$ cat config.mk
export PLATFORM = sky130hd
export DESIGN_NAME = smg_bcd_display
export DESIGN_NICKNAME = d
export VERILOG_FILES = /design/src/rtl/smg_bcd_display.sv
export SDC_FILE = /design/constraint.sdc
export NUM_CORES = 1
export LEC_CHECK = 0
export ABC_AREA = 0
export CELL_PAD_IN_SITES_DETAIL_PLACEMENT = 0
export CELL_PAD_IN_SITES_GLOBAL_PLACEMENT = 2
export CORE_MARGIN = 2
export CORE_UTILIZATION = 40
export DETAILED_ROUTE_END_ITERATION = 10
export GPL_ROUTABILITY_DRIVEN = 1
export PLACE_DENSITY = 0.82
export SYNTH_ARGS = -nofsm -noshare
export SYNTH_HDL_FRONTEND = slang
export SYNTH_SLANG_ARGS = --single-unit
$ cat constraint.sdc
create_clock -name clk -period 5.27 [get_ports clk]
set_clock_uncertainty 0.05 [all_clocks]
set_input_delay 1.3175 -clock clk [delete_from_list [all_inputs] [get_ports clk]]
set_output_delay 1.3175 -clock clk [all_outputs]
set_load 0.01 [all_outputs]
$ cat src/rtl/smg_bcd_display.sv
// smg_bcd_display: sequential double-dabble binary-to-BCD converter driving registered 7-segment digits.
// Define SMG_LZ_BLANK_EN to blank leading zeros above the most significant nonzero digit.
module smg_bcd_display #(
    parameter int DIGITS      = 2,
    parameter int BIN_W       = 8,
    parameter bit SEG_ACT_LOW = 1
) (
    input  logic                  clk,
    input  logic                  rst,
    input  logic [BIN_W-1:0]      value,
    input  logic                  load,
    output logic                  busy,
    output logic                  upd,
    output logic                  ovf,
    output logic [7*DIGITS-1:0]   hex_out
);
    function automatic int nd_f(input int w);
        longint m;
        int n;
        m = (longint'(1) << w) - 1;
        n = 0;
        while (m > 0) begin
            n++;
            m = m / 10;
        end
        return n;
    endfunction

    localparam int ND = nd_f(BIN_W);
    localparam int BW = 4 * ND;
    localparam int CW = $clog2(BIN_W + 1);

    function automatic logic [6:0] seg(input logic [3:0] d, input logic blank);
        logic [6:0] s;
        case (d)
            4'd0:    s = 7'h3F;
            4'd1:    s = 7'h06;
            4'd2:    s = 7'h5B;
            4'd3:    s = 7'h4F;
            4'd4:    s = 7'h66;
            4'd5:    s = 7'h6D;
            4'd6:    s = 7'h7D;
            4'd7:    s = 7'h07;
            4'd8:    s = 7'h7F;
            default: s = 7'h6F;
        endcase
        s = blank ? 7'h00 : s;
        return SEG_ACT_LOW ? ~s : s;
    endfunction

    // Pad with zero digits so DIGITS > ND needs no special casing; {ovf, hex}.
    function automatic logic [7*DIGITS:0] disp(input logic [BW-1:0] b);
        logic [4*(ND+DIGITS)-1:0] p;
        logic [3:0]               dg;
        logic                     o;
        logic [7*DIGITS-1:0]      h;
`ifdef SMG_LZ_BLANK_EN
        logic                     nz;
        nz = 1'b0;
`endif
        p = {{(4*DIGITS){1'b0}}, b};
        o = |(p >> (4*DIGITS));
        h = '0;
        for (int k = DIGITS - 1; k >= 0; k--) begin
            dg = p[4*k +: 4];
`ifdef SMG_LZ_BLANK_EN
            nz = nz || dg != 4'd0 || k == 0;
            h[7*k +: 7] = seg(o ? 4'd9 : dg, !o && !nz);
`else
            h[7*k +: 7] = seg(o ? 4'd9 : dg, 1'b0);
`endif
        end
        return {o, h};
    endfunction

    typedef enum logic [1:0] {IDLE, SHIFT, OUT} state_t;

    state_t              r_state, w_next;
    logic [CW-1:0]       r_cnt;
    logic [BIN_W-1:0]    r_sh, r_pend;
    logic                r_pend_v, r_upd, r_ovf;
    logic [BW-1:0]       r_bcd, w_add;
    logic [7*DIGITS-1:0] r_hex;
    logic                w_start;

    always_ff @(posedge clk or posedge rst)
        if (rst) r_state <= IDLE;
        else     r_state <= w_next;

    always_comb begin
        w_start = r_state == IDLE && (r_pend_v || load);
        w_next  = r_state == IDLE  ? (w_start ? SHIFT : IDLE) :
                  r_state == SHIFT ? (r_cnt == CW'(BIN_W - 1) ? OUT : SHIFT) : IDLE;
    end

    always_comb busy = r_state != IDLE;

    always_comb begin
        w_add = r_bcd;
        for (int k = 0; k < ND; k++)
            w_add[4*k +: 4] = r_bcd[4*k +: 4] >= 4'd5 ? r_bcd[4*k +: 4] + 4'd3 : r_bcd[4*k +: 4];
    end

    always_ff @(posedge clk or posedge rst) begin
        if (rst) begin
            r_cnt          <= '0;
            r_sh           <= '0;
            r_bcd          <= '0;
            r_pend         <= '0;
            r_pend_v       <= 1'b0;
            r_upd          <= 1'b0;
            {r_ovf, r_hex} <= disp('0);
        end else begin
            r_upd <= r_state == OUT;
            if (r_state == OUT) {r_ovf, r_hex} <= disp(r_bcd);
            if (w_start) begin
                r_sh  <= r_pend_v ? r_pend : value;
                r_bcd <= '0;
                r_cnt <= '0;
            end else if (r_state == SHIFT) begin
                r_sh  <= r_sh << 1;
                r_bcd <= BW'({w_add, r_sh[BIN_W-1]});
                r_cnt <= r_cnt + 1'b1;
            end
            // A load that cannot start now (busy, or pending queued ahead) replaces the pending slot.
            if (load && (r_state != IDLE || r_pend_v)) begin
                r_pend   <= value;
                r_pend_v <= 1'b1;
            end else if (w_start) begin
                r_pend_v <= 1'b0;
            end
        end
    end

    assign upd     = r_upd;
    assign ovf     = r_ovf;
    assign hex_out = r_hex;
endmodule

[Word level (Yosys, flattened, before mapping)]
Memories as Yosys holds them, arrays and structs flattened.
Index checks and enable logic that the tools add are counted.
Cells by class
  add/subtract/negate cells: 4
  magnitude comparators: 3
  equality and inequality tests: 3
  mux-type cells: 20
  bitwise gates (word level): 2
  reductions and logical operators: 9
Operator list (number)
  $mux 12: 2
  $mux 4: 6
  $mux 8: 3
  $mux 7: 2
  $not 7->7: 2
  $ge 4x3->1 const B: 3
  $add 4x2->4 const B: 2
  $mux 2: 3
  $reduce_bool 2->1: 3
  $add 4x1->4 const B: 1
  $eq 4x3->1 const B: 1
  $reduce_or 4->1: 1
  $add 3x2->3 const B: 1
  $mux 1: 3
  $mux 3: 1
  $eq 2x1->1 const B: 1
  $eq 2x2->1 const B: 1
  $logic_and 1x1->1: 2
  $logic_not 2->1: 1
  $logic_or 1x1->1: 2
Word-level totals
  register bits after elaboration: 51
  memory bits (read-only): 224
  input port bits: 11
  output and inout bits: 17
  word-level logic and storage cells: 52
  memories kept: 2
Memory list
  (no name shown): words 16, width 7, read ports 1, clocked after memory_dff 0, wr ports 0, line 35  | case (d)
  (no name shown): words 16, width 7, read ports 1, clocked after memory_dff 0, wr ports 0, line 35

[Depth between registers and ports, before layout]
An unclocked memory read counts as a cell.
  depth after elaboration: 5
  mapped depth: 10
  depth with buffers taken out: 9

[Worst setup path before layout]
OpenSTA, ideal clock, no wires.
  kind: register to register
  start: register r_bcd[8]
  end: register r_hex[0], in the netlist hex_out[0]
  library setup time: 121 ps
  data arrival time: 2095 ps
  data required time: 5099 ps
  slack: 3004 ps
  cell stages (with the launch flop): 10
  buffers on the path: 1
  clock period less this slack: 2266 ps
  cell sequence: dfrtp_1 inv_1 ha_1 or3b_1 buf_6 nor2_1 inv_1 ha_1 mux2_2 a22o_1
On the way
  cells in the longest elaborated chain, start to end: 5
Ends and longest elaborated chain
  start, declared: line 82  | logic [BW-1:0] r_bcd, w_add;
  start signal, assigned: line 122  | r_bcd <= BW'({w_add, r_sh[BIN_W-1]});
  $reduce_or 4->1: line 62  | o = |(p >> (4*DIGITS));
  $mux 4: line 70  | h[7*k +: 7] = seg(o ? 4'd9 : dg, 1'b0);
  $mem_v2 16x7
  $mux 7: line 115  | if (r_state == OUT) {r_ovf, r_hex} <= disp(r_bcd);
  $not 7->7: line 48  | return SEG_ACT_LOW ? ~s : s;
  end signal, assigned: line 112  | {r_ovf, r_hex} <= disp('0);
  end signal, assigned: line 115
  end, declared: line 83  | logic [7*DIGITS-1:0] r_hex;
Every way passes these cells. The select of a mux whose other input is x is not followed.
A chain may end at the register's enable or synchronous reset.

[Final worst setup path]
  start: register r_state[1]
  end: output port busy
On the way
  cells in the longest elaborated chain, start to end: 1
Ends and longest elaborated chain
  start, declared: line 78  | state_t r_state, w_next;
  start signal, assigned: line 88  | else r_state <= w_next;
  $reduce_bool 2->1: line 96  | always_comb busy = r_state != IDLE;
  end, declared: line 12  | output logic busy,
Every way passes these cells.

==> metrics.cfg <==
[power]
ir_drop_mv=0.1858
p_per_area_nw_per_um2=591.8
leakagePower_nw=1.424

[sta]
fin_setup_tns_ps=0
slew_viol_final=0
hold_violations=0
whs_ps=422.4
finalCritPeriodShare_pct=63.59
fmax_mhz=298.4
period_minus_slack_ps=3351
tightest_slew_ps=1070
rsz0062_at_grt=false
finalSetupViolCount=0
slew_headroom_pct=28.59

[route]
first_pass_iters=4
vias_per_cell=5.225
via_count=1975
wl_um=5537
drc_errors=0
ant_nets=0
wl_per_cell_um=14.65
first_iter_violations=121

[finish]
stdcell_count=378
area_growth_pct=13.44
drive_gt1_share_pct=10.28
fin_nets=310
num_antenna_cells=0
fill_cells=680

[logic_synthesis]
synthTopCellsByCount=49 x dfrtp_1, 25 x nand2_1, 23 x inv_1
synth_cell_type_count=44
synth_seq_cells=51
synth.most_common_cell=dfrtp_1
synth_area_leaders=dfrtp_1 43%, ha_1 7.9%, mux2_2 4.0%, mux2i_1 3.5%, nand2_1 3.3%
synthFlopType=dfrtp_1
async_reset_ff_share_pct=100.0
yosys_warnings=0
synthesis.area_um2=2849
yosysTopAreaCellShare_pct=43.04
yosysTopAreaCell=dfrtp_1
syn_inst=262
synth_edf_count=0
synth_nets=291
ys_seq_area_share_pct=44.88
avgSynthCellArea_um2=10.87

[grt]
grtUsageTotal_pct=15.53
grt-ovfl-total=0
grt_pass1_wl_um=9639
grt_max_degree=52
grt_antenna_before_repair=0
grt_pass1_vias=1954

[floorplanning]
start_util_pct=41.70
ioPinCount=28
fp-row-count=30
dieArea_um2=7814
die-width_um=88.40
die_h_um=88.40
core_um2=6832

[worst_setup_path]
path_cells=or2_1 -> clkdlybuf4s50_1
cp.depth=2
r2r_cells=8
crit_family=flip-flops
cp_slowest_cell=dfrtp_1
rr_startpoint=r_bcd[8]
crit_type=flip-flop to output pin
worstPathArrival_ps=1980
critPathCapture=busy
cpPeakStageDelay_ps=720
path_max_fanout=18
r2r_setup_slack_ps=2630
timing.rr.end=hex_out[0]
cp-startpoint=r_state[1]
cp.required_ps=3900
worstPathBufferInverterCount=1
critPathCaptureType=output pin
startpoint_type=flip-flop

[placement]
io_buffers=27
dp.cells=370
dpl.hpwl_um=3807
place_congestion=0.8020

[worst_hold_path]
hp-class=flip-flop to flip-flop
holdPathStages=1

[cts]
clk_latency_ps=300
cts_buffers=5
clk_pin_slew_ps=90
cts_tree=built
cts_resized=0
clock-root-buffer=clkbuf_8
cts_setup_buffers=0
ctsHoldBuffers=0
htree_levels=2
cts_sinks=51
clockBufferDepth=2

[job]
max_cap_viol_count=0

[status]
status=finished, final reports clean

==> state kept, by name, summed over array words and instances, names as in the netlist <==
name and flops:
r_cnt 4, r_pend 8, r_sh 8, r_pend_v 1, ovf 1, r_bcd 12
upd 1, hex_out 14, r_state 2
==> placed cells by master (no fill, tap or decap), types with 6 or more instances in the layout <==
master	synthesis	final
o21ai_0	17	17
o221ai_1	9	9
inv_1	23	22
nor2b_1	6	6
mux2_2	10	10
ha_1	18	18
a32o_1	7	7
dfrtp_1	49	49
nand2_1	25	25
clkdlybuf4s50_1	0	27
nor2_1	10	10
mux2i_1	10	10
o2111ai_1	6	6
==> through the flow <==
stage | util [%] | power, mW | setup slack (ps) | cell area [um^2]
2_1_floorplan | - | 1.455 | 2676 | 2849
3_3_place_gp | 46.04 | 1.695 | 1462 | 3146
3_5_place_dp | 46.04 | 1.704 | 1469 | 3146
4_1_cts | 47.23 | 1.931 | 1785 | 3227
5_1_grt | 47.31 | 2.098 | 1786 | 3232
6_report | 47.31 | 1.912 | 1919 | 3232
==> power breakdown <==
group          internal (mW)  switching (mW)  leakage (nW)
combinational          0.474           0.537         0.738
clock                 0.0936           0.126        0.0422
sequential             0.539           0.143         0.643
==> area by class of cell <==
type                       instances  area (um^2)  area share [%]
clock buffer                       7        76.32           2.362
multi-input combinational        172         1388           42.93
inverter                          23        86.33           2.671
timing repair buffer              28        277.8           8.595
sequential                        51         1279           39.57
tap                               96        120.1           3.717
clock inverter                     1        5.005          0.1549
==> how the worst min path moves through the flow <==
stage                         from  endpoint  slack (ps)
after floorplan           r_cnt[3]  r_cnt[3]         380
after global placement    r_cnt[3]  r_cnt[3]         410
after detailed placement  r_cnt[3]  r_cnt[3]         410
after CTS                 r_cnt[3]  r_cnt[3]         420
after global routing       r_sh[3]   r_sh[4]         450
final                     r_cnt[3]  r_cnt[3]         420
==> cells by family (layout without fill, tap and decap cells) <==
kind of cell / Yosys count / in the layout / share of synthesized area [%]
compound gates: 72 / 72 / 20.91
simple gates: 60 / 60 / 11.64
flops: 51 / 51 / 44.88
buf+inv: 39 / 59 / 6.587
mux: 20 / 20 / 7.466
fa+ha+maj: 18 / 18 / 7.905
xor+xnor: 2 / 2 / 0.6150
==> metal layers <==
metal	vias up	part of all wire (%)	global-route usage [%]
li1	991	-	-
met1	949	50	21.04
met2	33	47	25.97
met3	2	2.7	2.799
met4	0	0.52	3.719
met5	-	0	0
(Power assumes the default switching activity.)
